### config.mk
export PLATFORM = sky130hd
export DESIGN_NAME = live_out_sequencer
export DESIGN_NICKNAME = d
export VERILOG_FILES = /design/src/rtl/live_out_sequencer.sv
export SDC_FILE = /design/constraint.sdc
export NUM_CORES = 1
export LEC_CHECK = 0
export CAP_MARGIN = 20
export CELL_PAD_IN_SITES_DETAIL_PLACEMENT = 1
export CELL_PAD_IN_SITES_GLOBAL_PLACEMENT = 1
export CORE_AREA = 3 3 241 243
export DETAILED_ROUTE_END_ITERATION = 10
export DIE_AREA = 0 0 244 246
export PLACE_DENSITY = 0.55
export SLEW_MARGIN = 5
export SYNTH_ARGS = -nofsm -noshare
export SYNTH_HDL_FRONTEND = slang
export SYNTH_SLANG_ARGS = --single-unit
### constraint.sdc
create_clock -name clk_i -period 3.3 [get_ports clk_i]
set_clock_uncertainty 0.1 [all_clocks]
set_input_delay 0.66 -clock clk_i [delete_from_list [all_inputs] [get_ports clk_i]]
set_output_delay 0.66 -clock clk_i [all_outputs]
set_load 0.01 [all_outputs]
### src/rtl/live_out_sequencer.sv
// Walks location-memory entries, reads the selected PE register file and streams each word out.
// Define LIVE_OUT_SEQ_ONEHOT_CHECK_EN to flag and skip entries whose PE selection is not one-hot.
module live_out_sequencer #(
    parameter int unsigned ADDR_WIDTH    = 9,
    parameter int unsigned RF_ADDR_WIDTH = 9,
    parameter int unsigned NR_OF_PES     = 16,
    parameter int unsigned DATA_WIDTH    = 32
) (
    input  logic                            clk_i,
    input  logic                            rst_i,
    input  logic                            start_i,
    input  logic [ADDR_WIDTH-1:0]           base_addr_i,
    input  logic [ADDR_WIDTH-1:0]           count_i,
    output logic [ADDR_WIDTH-1:0]           lim_addr_o,
    input  logic [NR_OF_PES-1:0]            lim_pe_selection_i,
    input  logic [RF_ADDR_WIDTH-1:0]        lim_rf_addr_i,
    output logic [NR_OF_PES-1:0]            pe_read_en_o,
    output logic [RF_ADDR_WIDTH-1:0]        rf_addr_o,
    input  logic [NR_OF_PES*DATA_WIDTH-1:0] pe_data_i,
    output logic [DATA_WIDTH-1:0]           data_o,
    output logic                            data_valid_o,
    input  logic                            data_ready_i,
    output logic                            busy_o,
    output logic                            done_o,
    output logic                            error_o
);

    typedef enum logic [2:0] {
        StIdle,
        StFetch,
        StLookup,
        StCapture,
        StOutput,
        StDone
    } state_e;

    state_e                   state_q, state_d;
    logic [ADDR_WIDTH-1:0]    addr_q, addr_d;
    logic [ADDR_WIDTH-1:0]    remain_q, remain_d;
    logic [NR_OF_PES-1:0]     sel_q, sel_d;
    logic [ADDR_WIDTH-1:0]    lim_addr_q, lim_addr_d;
    logic [RF_ADDR_WIDTH-1:0] rf_addr_q, rf_addr_d;
    logic [DATA_WIDTH-1:0]    data_q, data_d;
    logic [DATA_WIDTH-1:0]    sel_data;
    logic                     last_entry;

`ifdef LIVE_OUT_SEQ_ONEHOT_CHECK_EN
    logic error_q, error_d;
    logic sel_onehot;

    assign sel_onehot = (sel_q != '0) && ((sel_q & (sel_q - NR_OF_PES'(1))) == '0);
`endif

    assign last_entry = (remain_q == ADDR_WIDTH'(1));

    always_comb begin
        sel_data = '0;
        for (int k = 0; k < int'(NR_OF_PES); k++) begin
            if (sel_q[k]) begin
                sel_data = sel_data | pe_data_i[k*DATA_WIDTH +: DATA_WIDTH];
            end
        end
    end

    always_ff @(posedge clk_i) begin
        if (rst_i) begin
            state_q    <= StIdle;
            addr_q     <= '0;
            remain_q   <= '0;
            sel_q      <= '0;
            lim_addr_q <= '0;
            rf_addr_q  <= '0;
            data_q     <= '0;
`ifdef LIVE_OUT_SEQ_ONEHOT_CHECK_EN
            error_q    <= 1'b0;
`endif
        end else begin
            state_q    <= state_d;
            addr_q     <= addr_d;
            remain_q   <= remain_d;
            sel_q      <= sel_d;
            lim_addr_q <= lim_addr_d;
            rf_addr_q  <= rf_addr_d;
            data_q     <= data_d;
`ifdef LIVE_OUT_SEQ_ONEHOT_CHECK_EN
            error_q    <= error_d;
`endif
        end
    end

    always_comb begin
        state_d    = state_q;
        addr_d     = addr_q;
        remain_d   = remain_q;
        sel_d      = sel_q;
        lim_addr_d = lim_addr_q;
        rf_addr_d  = rf_addr_q;
        data_d     = data_q;
`ifdef LIVE_OUT_SEQ_ONEHOT_CHECK_EN
        error_d    = error_q;
`endif
        unique case (state_q)
            StIdle: begin
                if (start_i) begin
                    addr_d   = base_addr_i;
                    remain_d = count_i;
                    state_d  = (count_i == '0) ? StDone : StFetch;
                end
            end
            StFetch: begin
                lim_addr_d = addr_q;
                state_d    = StLookup;
            end
            StLookup: begin
                sel_d     = lim_pe_selection_i;
                rf_addr_d = lim_rf_addr_i;
                state_d   = StCapture;
            end
            StCapture: begin
`ifdef LIVE_OUT_SEQ_ONEHOT_CHECK_EN
                if (!sel_onehot) begin
                    // Bad entry: consume it without presenting a word.
                    error_d  = 1'b1;
                    remain_d = remain_q - ADDR_WIDTH'(1);
                    addr_d   = addr_q + ADDR_WIDTH'(1);
                    state_d  = last_entry ? StDone : StFetch;
                end else begin
                    data_d  = sel_data;
                    state_d = StOutput;
                end
`else
                data_d  = sel_data;
                state_d = StOutput;
`endif
            end
            StOutput: begin
                if (data_ready_i) begin
                    remain_d = remain_q - ADDR_WIDTH'(1);
                    addr_d   = addr_q + ADDR_WIDTH'(1);
                    state_d  = last_entry ? StDone : StFetch;
                end
            end
            StDone: begin
                state_d = StIdle;
            end
            default: begin
                state_d = StIdle;
            end
        endcase
    end

    // Address and RF address track the live value in their issue state and hold it otherwise.
    assign lim_addr_o   = (state_q == StFetch) ? addr_q : lim_addr_q;
    assign rf_addr_o    = (state_q == StLookup) ? lim_rf_addr_i : rf_addr_q;
    assign pe_read_en_o = (state_q == StLookup) ? lim_pe_selection_i : '0;
    assign data_o       = data_q;
    assign data_valid_o = (state_q == StOutput);
    assign busy_o       = (state_q != StIdle);
    assign done_o       = (state_q == StDone);
`ifdef LIVE_OUT_SEQ_ONEHOT_CHECK_EN
    assign error_o      = error_q;
`else
    assign error_o      = 1'b0;
`endif

endmodule

=== Word-level counts from Yosys, hierarchy flattened ===
Cells that the tools add are included.

* Shift-type cells: 0
* Bitwise logic cells: 15
* Muxes and demuxes: 30
* Magnitude comparators: 0
* Multiply operators: 0
* Divide/modulo/power cells: 0
* Reduce and logical (&&, ||, !) cells: 6
* Add/sub/neg operators: 2
* Equality and inequality tests: 8

{| class="wikitable"
|+ Operator list
! cell !! count
|-
| $mux 32 || 16
|-
| $or 32x32->32 || 15
|-
| $mux 9 || 6
|-
| $pmux 9 s2 || 2
|-
| $mux 16 || 1
|-
| $pmux 3 s5 || 1
|-
| $mux 3 || 4
|-
| $add 9x1->9 const B || 1
|-
| $eq 9x1->1 const B || 1
|-
| $logic_not 9->1 || 1
|-
| $sub 9x1->9 const B || 1
|-
| $eq 3x2->1 const B || 2
|-
| $eq 3x3->1 const B || 2
|-
| $eq 3x1->1 const B || 1
|-
| $logic_not 3->1 || 1
|-
| $reduce_and 3->1 || 1
|-
| $reduce_bool 3->1 || 1
|-
| $ne 2x1->1 const B || 1
|-
| $ne 2x2->1 const B || 1
|-
| $reduce_and 2->1 || 1
|-
| $reduce_bool 2->1 || 1
|}

* RAM bits: 0
* ROM bits: 0
* Bits in latches: 0
* Output and inout bits: 70
* Flip-flop bits (word level): 87
* Memories kept: 0
* Input port bits: 559

=== Depth between registers and ports, before layout ===
* Depth in word-level cells: 31
* Mapped depth: 8
* Mapped depth without buffers: 6

=== Least setup slack after synthesis ===
Ideal clock, no wire load.

* Path type: register -> output
* Start point: register state_q[0]
* End point: output rf_addr_o[5]
* Buffers on the path: 1
* Arrival time: 1308 ps
* Stages on the path, launching flop included: 5
* Setup slack: 1232 ps
* Data required time: 2540 ps
* Cells stage by stage: dfxtp_1 -> nand2b_1 -> nor2_2 -> buf_4 -> mux2_2

* Longest elaborated chain between the ends: 2

{| class="wikitable"
|+ RTL lines
! item !! RTL line !! RTL
|-
| start: declaration || 37 || <nowiki>state_e state_q, state_d;</nowiki>
|-
| start signal: assignment || 67 || <nowiki>state_q <= StIdle;</nowiki>
|-
| start signal: assignment || 78 || <nowiki>state_q <= state_d;</nowiki>
|-
| $eq 3x2->1 || 154 || <nowiki>assign rf_addr_o = (state_q == StLookup) ? lim_rf_addr_i : rf_addr_q;</nowiki>
|-
| $mux 9 || -- ||
|-
| end: declaration || 18 || <nowiki>output logic [RF_ADDR_WIDTH-1:0] rf_addr_o,</nowiki>
|}

Every way passes these cells.

=== Final worst setup path ===
* Start point: register state_q[0]
* End point: output lim_addr_o[1]

* Longest elaborated chain between the ends: 2

{| class="wikitable"
|+ RTL lines
! item !! RTL line !! RTL
|-
| $eq 3x1->1 || 153 || <nowiki>assign lim_addr_o = (state_q == StFetch) ? addr_q : lim_addr_q;</nowiki>
|-
| $mux 9 || -- ||
|-
| end: declaration || 14 || <nowiki>output logic [ADDR_WIDTH-1:0] lim_addr_o,</nowiki>
|}

Every way passes these cells.

==> summary.txt <==
Clock tree
  • Later-pin clock latency in the skew report: 0.38 ns
  • H-tree Lvls: 3
  • Hold Buf Count CTS: 0
  • Root Driver: clkbuf_16
  • Postcts setup bufs: 0
  • CTS tree: yes
  • CTS max path bufs: 2
  • TritonCTS Buffers: 9
  • Sink Count: 87
  • Clock-pin slew on the worst setup and hold paths: around 0.08 ns
  • Post-CTS Resized: 0

Floorplanning
  • Die width: between 200 and 250 um
  • Die area: roughly 60000 um^2
  • Chip height: ~250 um
  • Io pins: between 600 and 700
  • Initial Util: roughly 12%
  • Num rows: 87
  • Area of the core: 56200 um^2

Layout
  • Commonest non-fill, non-tap cell in the layout: clkdlybuf4s50_1
  • Final Core Density: approximately a quarter
  • Fill count: between 6000 and 7000
  • Nets: 1920
  • Commonest cells after routing, fill and taps aside: clkdlybuf4s50_1 (626), a22o_1 (124), a221oi_1 (124)
  • Share of post-route cells with drive strength above 1: under 10%
  • Area Growth Syn to Fin: 115%
  • Cell area after layout: between 10000 and 15000 um^2

Critical path
  • FF-to-FF End: remain_q[2]
  • Worst Path Max Fanout: 9
  • Worst Reg-to-Reg Cells: 6
  • Critical path class: reg -> out
  • Crit-path cells: nand2b_1 > nor2_2 > mux2_2 > clkdlybuf4s50_1
  • Crit end category: output pin
  • Crit path DAT: 2.36 ns
  • Launch point of the critical path: state_q[0]
  • Delay of the slowest critical-path stage: 0.50 ns
  • Critical Path RT: about 2.5 ns
  • Setup crit start kind: flop
  • Crit path buf inv count: 1
  • R2r startpoint: state_q[2]
  • Critical-path top delay cell: clkdlybuf4s50_1
  • Worst reg2reg setup slack: about 0.89 ns
  • Crit path max-delay family: simple AND/OR/NAND/NOR gates

GRT
  • GRT Util Overall: around a fifth
  • Pin count of the biggest net entering global routing: 66
  • Vias in the first global route: 10800
  • Initial antenna violation count: 14
  • First-pass GRT wire length: between 80000 and 90000 um
  • Total gr overflow: 0

Placement
  • Placed Instance Area: roughly 14000 um^2
  • Dpl hpwl: approximately 50000 um
  • Port Buffers: 627
  • GP Congestion: about 0.94

Timing
  • Hold Vio Cnt, Final: 0
  • RSZ-0062 raised after global routing: false
  • Final Cycle Share: 94.4%
  • Final setup viols: 0
  • Least-Margin Pin Slew: 0.972 ns
  • Setup_tns: 0 ns
  • Final min period: 3.12 ns
  • Fmax: 0.321 GHz
  • Rel. slew slack: between 30% and 40%
  • Slew Viols, Final: 0

Power and ir drop
  • Leakage power: ~4.7 nW
  • Pwr dens: roughly 290 nW/um^2
  • Peak supply drop: roughly 0.00024 V

Routing
  • DRC violations left: 0
  • DRT Pass-1 Iters: 7
  • Routed Antenna Nets: 0
  • Iteration-0 DRC Markers: 522
  • Wire per inst: around 29 um
  • Drt via density: about 4.7
  • Routed WL: roughly 63000 um
  • Vias: 9880

Yosys
  • Synthesized area: around 6500 um^2
  • Syn. warnings: 0
  • Avg Synthesized Cell Area: approximately 8.4 um^2
  • Seq/Total Area, Yosys: between 20% and 30%
  • Syn_nets: 1335
  • Synth unique cells: 52
  • FF+latch count, synth: 87
  • Number of flops mapped to enable cells by yosys: 0
  • Main flop type after synthesis: dfxtp_1
  • FFs w/ async S/R, synth: 0%
  • Syn Inst Count: between 700 and 800

Hold path
  • Worst hold start: data_o[8]
  • Worst Hold Class: reg -> reg
  • Worst Hold Endpoint: data_o[8]
  • Hold depth: 2

Run
  • Max-cap violations: 0

Run status
  • Status: finished clean
-- layer usage --
metal / routed length, um / up-vias / global-route usage (%)
met4: 1440 / 10 / 5.24
met3: 5300 / 84 / 6.17
met2: 29900 / 559 / 34.9
li1: - / 4360 / -
met5: 69 / - / 0
met1: 25800 / 4867 / 24.0
-- power by group --
group          total [mW]  internal, mW  switching [mW]  leakage, nW
Clock                1.17         0.615           0.552        0.151
Sequential           1.25          1.11           0.141        0.715
Combinational        1.59         0.973           0.622         3.87
Total                4.01          2.70            1.31         4.74
-- worst reg2reg max path, delay by kind of cell (launching register included) --
family          cells  cell delay, ns
buf+inv             2            0.38
simple gates        1            0.61
flops               1            0.61
compound gates      2            0.38
mux                 1            0.27
-- metrics by stage --
stage / cells / worst slack, ns / total power, mW / hold slack (ns)
after floorplan: 773 / 1.23 / 1.73 / 0.367
after global placement: 2103 / 0.430 / 2.86 / 0.386
after detailed placement: 2103 / 0.425 / 2.87 / 0.396
after CTS: 2119 / 0.0192 / 4.11 / 0.406
after global routing: 2122 / 0.0280 / 4.23 / 0.433
final: 2123 / 0.184 / 4.01 / 0.401
-- cell families after synthesis --
kind of cell / Yosys count / synth area share (%)
other: 1 / 0.0579
buffers and inverters: 111 / 7.51
adder cells (fa/ha/maj): 3 / 0.579
AND/OR/NAND/NOR: 194 / 16.5
AO/OA/AOI/OAI: 358 / 45.2
flip-flops: 87 / 26.9
multiplexers: 19 / 3.28
-- final cells by class --
| cell class | count | area, um^2 | share of cell area (%) |
|---|---|---|---|
| Clock inverter | 6 | 67.6 | 0.484 |
| Sequential cell | 87 | 1760 | 12.6 |
| Clock buffer | 10 | 239 | 1.71 |
| Multi-Input combinational cell | 575 | 4260 | 30.5 |
| Timing Repair Buffer | 662 | 6590 | 47.2 |
| Tap cell | 756 | 946 | 6.78 |
| Antenna cell | 4 | 10.0 | 0.0717 |
| Inverter | 23 | 86.3 | 0.619 |
-- worst max-delay path by stage --
| stage | end | cells past startpoint | slack, ns |
|---|---|---|---|
| floorplan | rf_addr_o[5] | 4 | 1.23 |
| global route | lim_addr_o[1] | 4 | 0.03 |
| global placement | pe_read_en_o[9] | 4 | 0.43 |
| CTS | pe_read_en_o[6] | 6 | 0.02 |
| finish | lim_addr_o[1] | 4 | 0.18 |
| detailed placement | pe_read_en_o[9] | 4 | 0.42 |
-- cells in the mapped netlist (4+ instances only) --
| library cell | n | share of area, % |
|---|---|---|
| nand2_1 | 46 | 2.7 |
| a22o_1 | 124 | 17 |
| and4_1 | 34 | 4.6 |
| a22oi_1 | 8 | 0.93 |
| nor2b_1 | 18 | 1.7 |
| clkbuf_1 | 47 | 2.7 |
| nand3_1 | 10 | 0.77 |
| nand4_1 | 6 | 0.58 |
| buf_2 | 35 | 2.7 |
| a221oi_1 | 124 | 17 |
| a21o_1 | 4 | 0.46 |
| a31oi_1 | 6 | 0.58 |
| mux2_2 | 18 | 3.1 |
| a211oi_1 | 37 | 4.3 |
| inv_1 | 22 | 1.3 |
| a21oi_1 | 28 | 2.2 |
| nor3_1 | 8 | 0.62 |
| nor2_1 | 44 | 2.5 |
| dfxtp_1 | 87 | 27 |
| o21ai_0 | 8 | 0.62 |
| nand2b_1 | 6 | 0.58 |
| nor4_1 | 4 | 0.39 |
| buf_4 | 5 | 0.58 |
-- flip-flops by register name, summed over array words and instances (netlist names) --
register,cells
addr_q,9
data_o,32
lim_addr_q,9
remain_q,9
rf_addr_q,9
sel_q,16
state_q,3
Power figures use the tool's default switching activity.
